<file path="src/rtl/instr_collate_mwf.sv">
// Collates 32-bit halves of long instructions per wavefront into 64-bit words behind an output FIFO.
// Latency: a pushed entry is visible on out_valid the cycle after the dword is accepted.
// Backpressure: in_ready is registered and drops when the FIFO is full; out_ready pops the head.
module instr_collate_mwf #(
  parameter int NUM_WF     = 40,
  parameter int WFID_W     = 6,
  parameter int PC_W       = 32,
  parameter int FIFO_DEPTH = 4
) (
  input  logic              clk,
  input  logic              rst,
  input  logic              in_valid,
  output logic              in_ready,
  input  logic [31:0]       in_instr,
  input  logic [PC_W-1:0]   in_pc,
  input  logic [WFID_W-1:0] in_wfid,
  input  logic              in_long,
  input  logic              flush_valid,
  input  logic [WFID_W-1:0] flush_wfid,
  output logic              out_valid,
  input  logic              out_ready,
  output logic [63:0]       out_instr,
  output logic [PC_W-1:0]   out_pc,
  output logic [WFID_W-1:0] out_wfid,
  output logic              out_long,
  output logic              half_rqd,
  output logic [WFID_W-1:0] half_rqd_wfid,
  output logic [WFID_W:0]   pending_count,
  output logic              err_sticky
);

  localparam int PTR_W = $clog2(FIFO_DEPTH);
  localparam int CNT_W = PTR_W + 1;
  localparam logic [CNT_W-1:0] DEPTH_L  = CNT_W'(FIFO_DEPTH);
  localparam logic [WFID_W:0]  NUM_WF_L = (WFID_W+1)'(NUM_WF);

  // Per-wavefront pending first halves
  logic [NUM_WF-1:0] pending;
  logic [31:0]       pend_dw [NUM_WF];
  logic [PC_W-1:0]   pend_pc [NUM_WF];

  // Output FIFO storage and pointers
  logic [63:0]       fifo_instr [FIFO_DEPTH];
  logic [PC_W-1:0]   fifo_pc    [FIFO_DEPTH];
  logic [WFID_W-1:0] fifo_wfid  [FIFO_DEPTH];
  logic              fifo_long  [FIFO_DEPTH];
  logic [PTR_W-1:0]  wr_ptr;
  logic [PTR_W-1:0]  rd_ptr;
  logic [CNT_W-1:0]  count;
  logic [CNT_W-1:0]  count_nxt;

  logic              in_legal;
  logic              fl_legal;
  logic [WFID_W-1:0] in_idx;
  logic [WFID_W-1:0] fl_idx;
  logic              accept;
  logic              flush_hit;
  logic              take;
  logic              in_pend;
  logic              do_pair;
  logic              do_cap;
  logic              do_short;
  logic              push;
  logic              pop;
  logic              fl_clr;
  logic [63:0]       push_instr;
  logic [PC_W-1:0]   push_pc;

  // Decode the accepted dword into pair / capture / short, with flush to the same slot winning
  always_comb begin
    in_legal   = ({1'b0, in_wfid} < NUM_WF_L);
    fl_legal   = ({1'b0, flush_wfid} < NUM_WF_L);
    in_idx     = in_legal ? in_wfid : '0;
    fl_idx     = fl_legal ? flush_wfid : '0;
    accept     = in_valid & in_ready;
    flush_hit  = flush_valid & (flush_wfid == in_wfid);
    take       = accept & in_legal & ~flush_hit;
    in_pend    = pending[in_idx];
    do_pair    = take & in_pend;
    do_cap     = take & ~in_pend & in_long;
    do_short   = take & ~in_pend & ~in_long;
    push       = do_pair | do_short;
    fl_clr     = flush_valid & fl_legal & pending[fl_idx];
    pop        = out_valid & out_ready;
    push_instr = do_pair ? {in_instr, pend_dw[in_idx]} : {32'b0, in_instr};
    push_pc    = do_pair ? pend_pc[in_idx] : in_pc;
    count_nxt  = count + (push ? CNT_W'(1) : '0) - (pop ? CNT_W'(1) : '0);
  end

  assign out_valid = (count != '0);
  assign out_instr = out_valid ? fifo_instr[rd_ptr] : '0;
  assign out_pc    = out_valid ? fifo_pc[rd_ptr]    : '0;
  assign out_wfid  = out_valid ? fifo_wfid[rd_ptr]  : '0;
  assign out_long  = out_valid ? fifo_long[rd_ptr]  : 1'b0;

  // Control state: pending bits, population count, FIFO pointers, ready and status flags
  always_ff @(posedge clk or negedge rst) begin
    if (!rst) begin
      pending       <= '0;
      pending_count <= '0;
      err_sticky    <= 1'b0;
      half_rqd      <= 1'b0;
      half_rqd_wfid <= '0;
      wr_ptr        <= '0;
      rd_ptr        <= '0;
      count         <= '0;
      in_ready      <= 1'b1;
    end else begin
      if (do_cap)  pending[in_idx] <= 1'b1;
      if (do_pair) pending[in_idx] <= 1'b0;
      if (fl_clr)  pending[fl_idx] <= 1'b0;
      pending_count <= pending_count
                     + (do_cap  ? (WFID_W+1)'(1) : '0)
                     - (do_pair ? (WFID_W+1)'(1) : '0)
                     - (fl_clr  ? (WFID_W+1)'(1) : '0);
      if (accept && !in_legal) err_sticky <= 1'b1;
      half_rqd <= do_cap;
      if (do_cap) half_rqd_wfid <= in_wfid;
      if (push) wr_ptr <= wr_ptr + PTR_W'(1);
      if (pop)  rd_ptr <= rd_ptr + PTR_W'(1);
      count    <= count_nxt;
      in_ready <= (count_nxt != DEPTH_L);
    end
  end

  // Data storage: first-half slots and FIFO entries need no reset
  always_ff @(posedge clk) begin
    if (do_cap) begin
      pend_dw[in_idx] <= in_instr;
      pend_pc[in_idx] <= in_pc;
    end
    if (push) begin
      fifo_instr[wr_ptr] <= push_instr;
      fifo_pc[wr_ptr]    <= push_pc;
      fifo_wfid[wr_ptr]  <= in_wfid;
      fifo_long[wr_ptr]  <= do_pair;
    end
  end

endmodule

</file>
<file path="config.mk">
export PLATFORM = sky130hd
export DESIGN_NAME = instr_collate_mwf
export DESIGN_NICKNAME = d
export VERILOG_FILES = /design/src/rtl/instr_collate_mwf.sv
export SDC_FILE = /design/constraint.sdc
export NUM_CORES = 2
export LEC_CHECK = 0
export CAP_MARGIN = 10
export CORE_AREA = 2 2 446 448
export DETAILED_ROUTE_END_ITERATION = 16
export DIE_AREA = 0 0 448 450
export DONT_BUFFER_PORTS = 1
export PLACE_DENSITY = 0.75
export SYNTH_ARGS = -nofsm -noshare
export SYNTH_HDL_FRONTEND = slang
export SYNTH_SLANG_ARGS = --single-unit
</file>
<file path="constraint.sdc">
create_clock -name clk -period 10 [get_ports clk]
set_input_delay 2 -clock clk [delete_from_list [all_inputs] [get_ports clk]]
set_output_delay 2 -clock clk [all_outputs]
set_load 0.01 [all_outputs]
</file>
==> run_results.csv <==
group,metric,value,unit
status,status,"finished with violations",
placed_design,hpwl,162,mm
cts,clk_pin_slew,0.06,ns
job,max_cap_violations,0,
global_route,grt_antenna_before_repair,1,
timing,max_freq,149,MHz
critical_path,r2r_cells,9,
critical_path,worst-r2r-setup-slack,5.34,ns
drt,dr.pass1.iters,10,
timing,rsz0062_at_grt,"no",
timing,tightest_slew,3.23,ns
power,p_per_area,214,nW/um2
synth,synth_area_per_cell,16.9,um2
layout,final_nets,7061,
synth,synth_edf_count,2972,
timing,hold_viol_final,0,
drt,via_per_inst,6.79,
die,pin_count,202,
drt,vias,66739,
synth,synth_top_area_cell,"edfxtp_1",
timing,fin_crit_sh,0.670,
cts,cts_setup_buffers,0,
power,p_leak,0.0426,uW
critical_path,crit_path_start_kind,"primary input",
placed_design,place.gp.congestion,0.939,
timing,clock_skew,0.0613,ns
global_route,grt_util_all_layers,0.300,
synth,syn_area,117000,um2
synth,ys_seq_elements,3035,
die,num_rows,163,
cts,clk_latency,0.96,ns
critical_path,cp_data_required_time,10.56,ns
layout,stdcell_count,9824,
synth,synth_most_common_cell,"edfxtp_1",
placed_design,dpl.cell_count,9291,
timing,layout_min_cycle_time,6.70,ns
die,die_w,448,um
global_route,grt_pass1_wl,441,mm
drt,first_iter_violations,9666,
cts,numCtsBuffers,309,
min_path,hold_class,"reg2reg",
critical_path,arrival,7.27,ns
synth,synth_cell_types,78,
synth,yosys-top-cells-area,"edfxtp_1 76%, mux2i_1 3.9%, nand2_1 2.3%",
synth,seq_area_frac_synth,0.773,
synth,synth_top_area_share,0.760,
drt,wl,306,mm
synth,yosys_warnings,0,
global_route,grt_pass1_vias,65922,
timing,slew_headroom,-1.15,
synth,synthesis.nets,7060,
critical_path,reg2reg_to,"pend_dw[19][17]",
timing,setup_slack,3.30,ns
die,die_y,450,um
layout,drive_gt1_frac,0.134,
synth,synth-async-reset-ratio,0.0208,
placed_design,dp_slack,2.53,ns
critical_path,cp_max_fo,84,
global_route,grt_remaining_overflow,0,
min_path,min_from,"count[0]",
drt,drc_errors,0,
cts,cts_sinks,3035,
synth,synth_ff_type,"edfxtp_1",
critical_path,rr_startpoint,"pending[18]",
timing,setup_viol,0,
cts,cts_tree,"done",
drt,routedWlPerCell,31.1,um
timing,slew_viol_final,277,
cts,clk_path_buf_depth,4,
critical_path,critPathKind,"in2reg",
layout,syn2layout_area_growth,10.7,%
synth,synthTopCellsByCount,"2,972 x edfxtp_1, 715 x nand2_1, 452 x mux2i_1",
layout,multi_input_area,25000,um2
layout,regArea,90800,um2
min_path,worstHoldPathCells,1,
die,die_area,202000,um2
synth,synth_cells,6962,
drt,ant_nets,0,
layout,fill_cells,12785,
critical_path,endpoint_kind,"register",
cts,cts_root_buf,"clkbuf_16",
global_route,grt_max_degree,343,
cts,cts_repair_resize_count,0,
min_path,min_to,"count[0]",
power,peakVddDrop,0.000200,V
die,start_util,0.597,
status,failed_checks,"slew limit",
timing,hold_ws,0.535,ns
placed_design,portBuffers,0,
cts,htreeDepth,5,
die,core_area,197000,um2
cts,holdBufCountCts,0,
[cells by family after synthesis]
logic type / after synthesis / share of synthesized area
xor+xnor: 16 / 0.00119
buf+inv: 484 / 0.0170
mux: 757 / 0.0782
simple gates: 1296 / 0.0493
flops: 3035 / 0.773
compound gates: 1358 / 0.0790
fa+ha+maj: 16 / 0.00190
[final cells by class]
cell class	instances	share of cell area
Clock buffer	379	0.0630
Antenna cell	4	0.0000770
Tap cell	2640	0.0254
Clock inverter	149	0.00939
Sequential cell	3035	0.699
Multi-Input combinational cell	3443	0.192
Timing Repair Buffer	149	0.0101
Inverter	25	0.000741
[critical path: stages]
cell	delay, ns
o21ai_2	0.58
buf_4	0.41
nand3_1	0.47
a2bb2oi_1	0.28
a31oi_1	0.47
o31ai_4	0.11
buf_4	0.31
inv_2	0.59
nand2_1	0.35
nor2_4	0.81
buf_4	0.73
[state kept, by name, indices dropped and copies added (netlist names)]
register	count
rd_ptr	2
fifo_instr	256
count	3
half_rqd_wfid	6
pend_dw	1280
half_rqd	1
pend_pc	1280
in_ready	1
pending	40
fifo_wfid	24
fifo_long	4
fifo_pc	128
pending_count	7
wr_ptr	2
err_sticky	1
[power by group]
| part | internal, uW | switching, uW | leakage [uW] |
|---|---|---|---|
| sequential | 14300 | 166 | 0.0276 |
| clock | 6260 | 4610 | 0.00461 |
| combinational | 988 | 1540 | 0.0104 |
| total | 21500 | 6320 | 0.0426 |
[stage by stage]
stage          utilization  TNS [ns]  total power, uW  area [um2]
5_1_grt              0.661         0            28600      130000
2_1_floorplan            -    -44.04            16500      117000
6_report             0.661         0            27800      130000
4_1_cts              0.661         0            27900      130000
3_3_place_gp         0.613         0            17200      121000
3_5_place_dp         0.613         0            17200      121000
[layer usage]
metal / track usage / vias to the layer above / routed length [um]
li1: - / 27794 / -
met1: 0.393 / 33876 / 110000
met2: 0.490 / 4325 / 149000
met3: 0.0585 / 744 / 31300
met4: 0.137 / 0 / 15000
met5: 0 / - / 0
[cells in the final DEF (no fill, tap or decap), drive strengths merged, types with 69 or more instances in the layout]
| cell type | synthesis | routed |
|---|---|---|
| nand2 | 717 | 717 |
| a21oi | 353 | 353 |
| nor4 | 101 | 101 |
| o21ai | 208 | 208 |
| and2 | 152 | 152 |
| mux4 | 109 | 109 |
| o22ai | 193 | 193 |
| a22oi | 71 | 71 |
| mux2 | 196 | 196 |
| clkbuf | 299 | 379 |
| mux2i | 452 | 452 |
| clkinv | 0 | 116 |
| nor2 | 173 | 173 |
| edfxtp | 2972 | 2972 |
| a221oi | 69 | 69 |
| buf | 160 | 149 |
| a222oi | 155 | 155 |
[worst max path at each step]
stage / start / endpoint / slack (ns)
after floorplan: in_wfid[3] / pend_dw[20][0] / -0.25
final: in_wfid[4] / pend_dw[19][17] / 3.30
after global placement: in_wfid[4] / pend_dw[19][10] / 2.51
after global routing: in_wfid[4] / pend_dw[19][17] / 3.18
after detailed placement: in_wfid[4] / pend_dw[19][20] / 2.53
after CTS: in_wfid[4] / pend_dw[19][17] / 3.54
(Power assumes the default switching activity.)
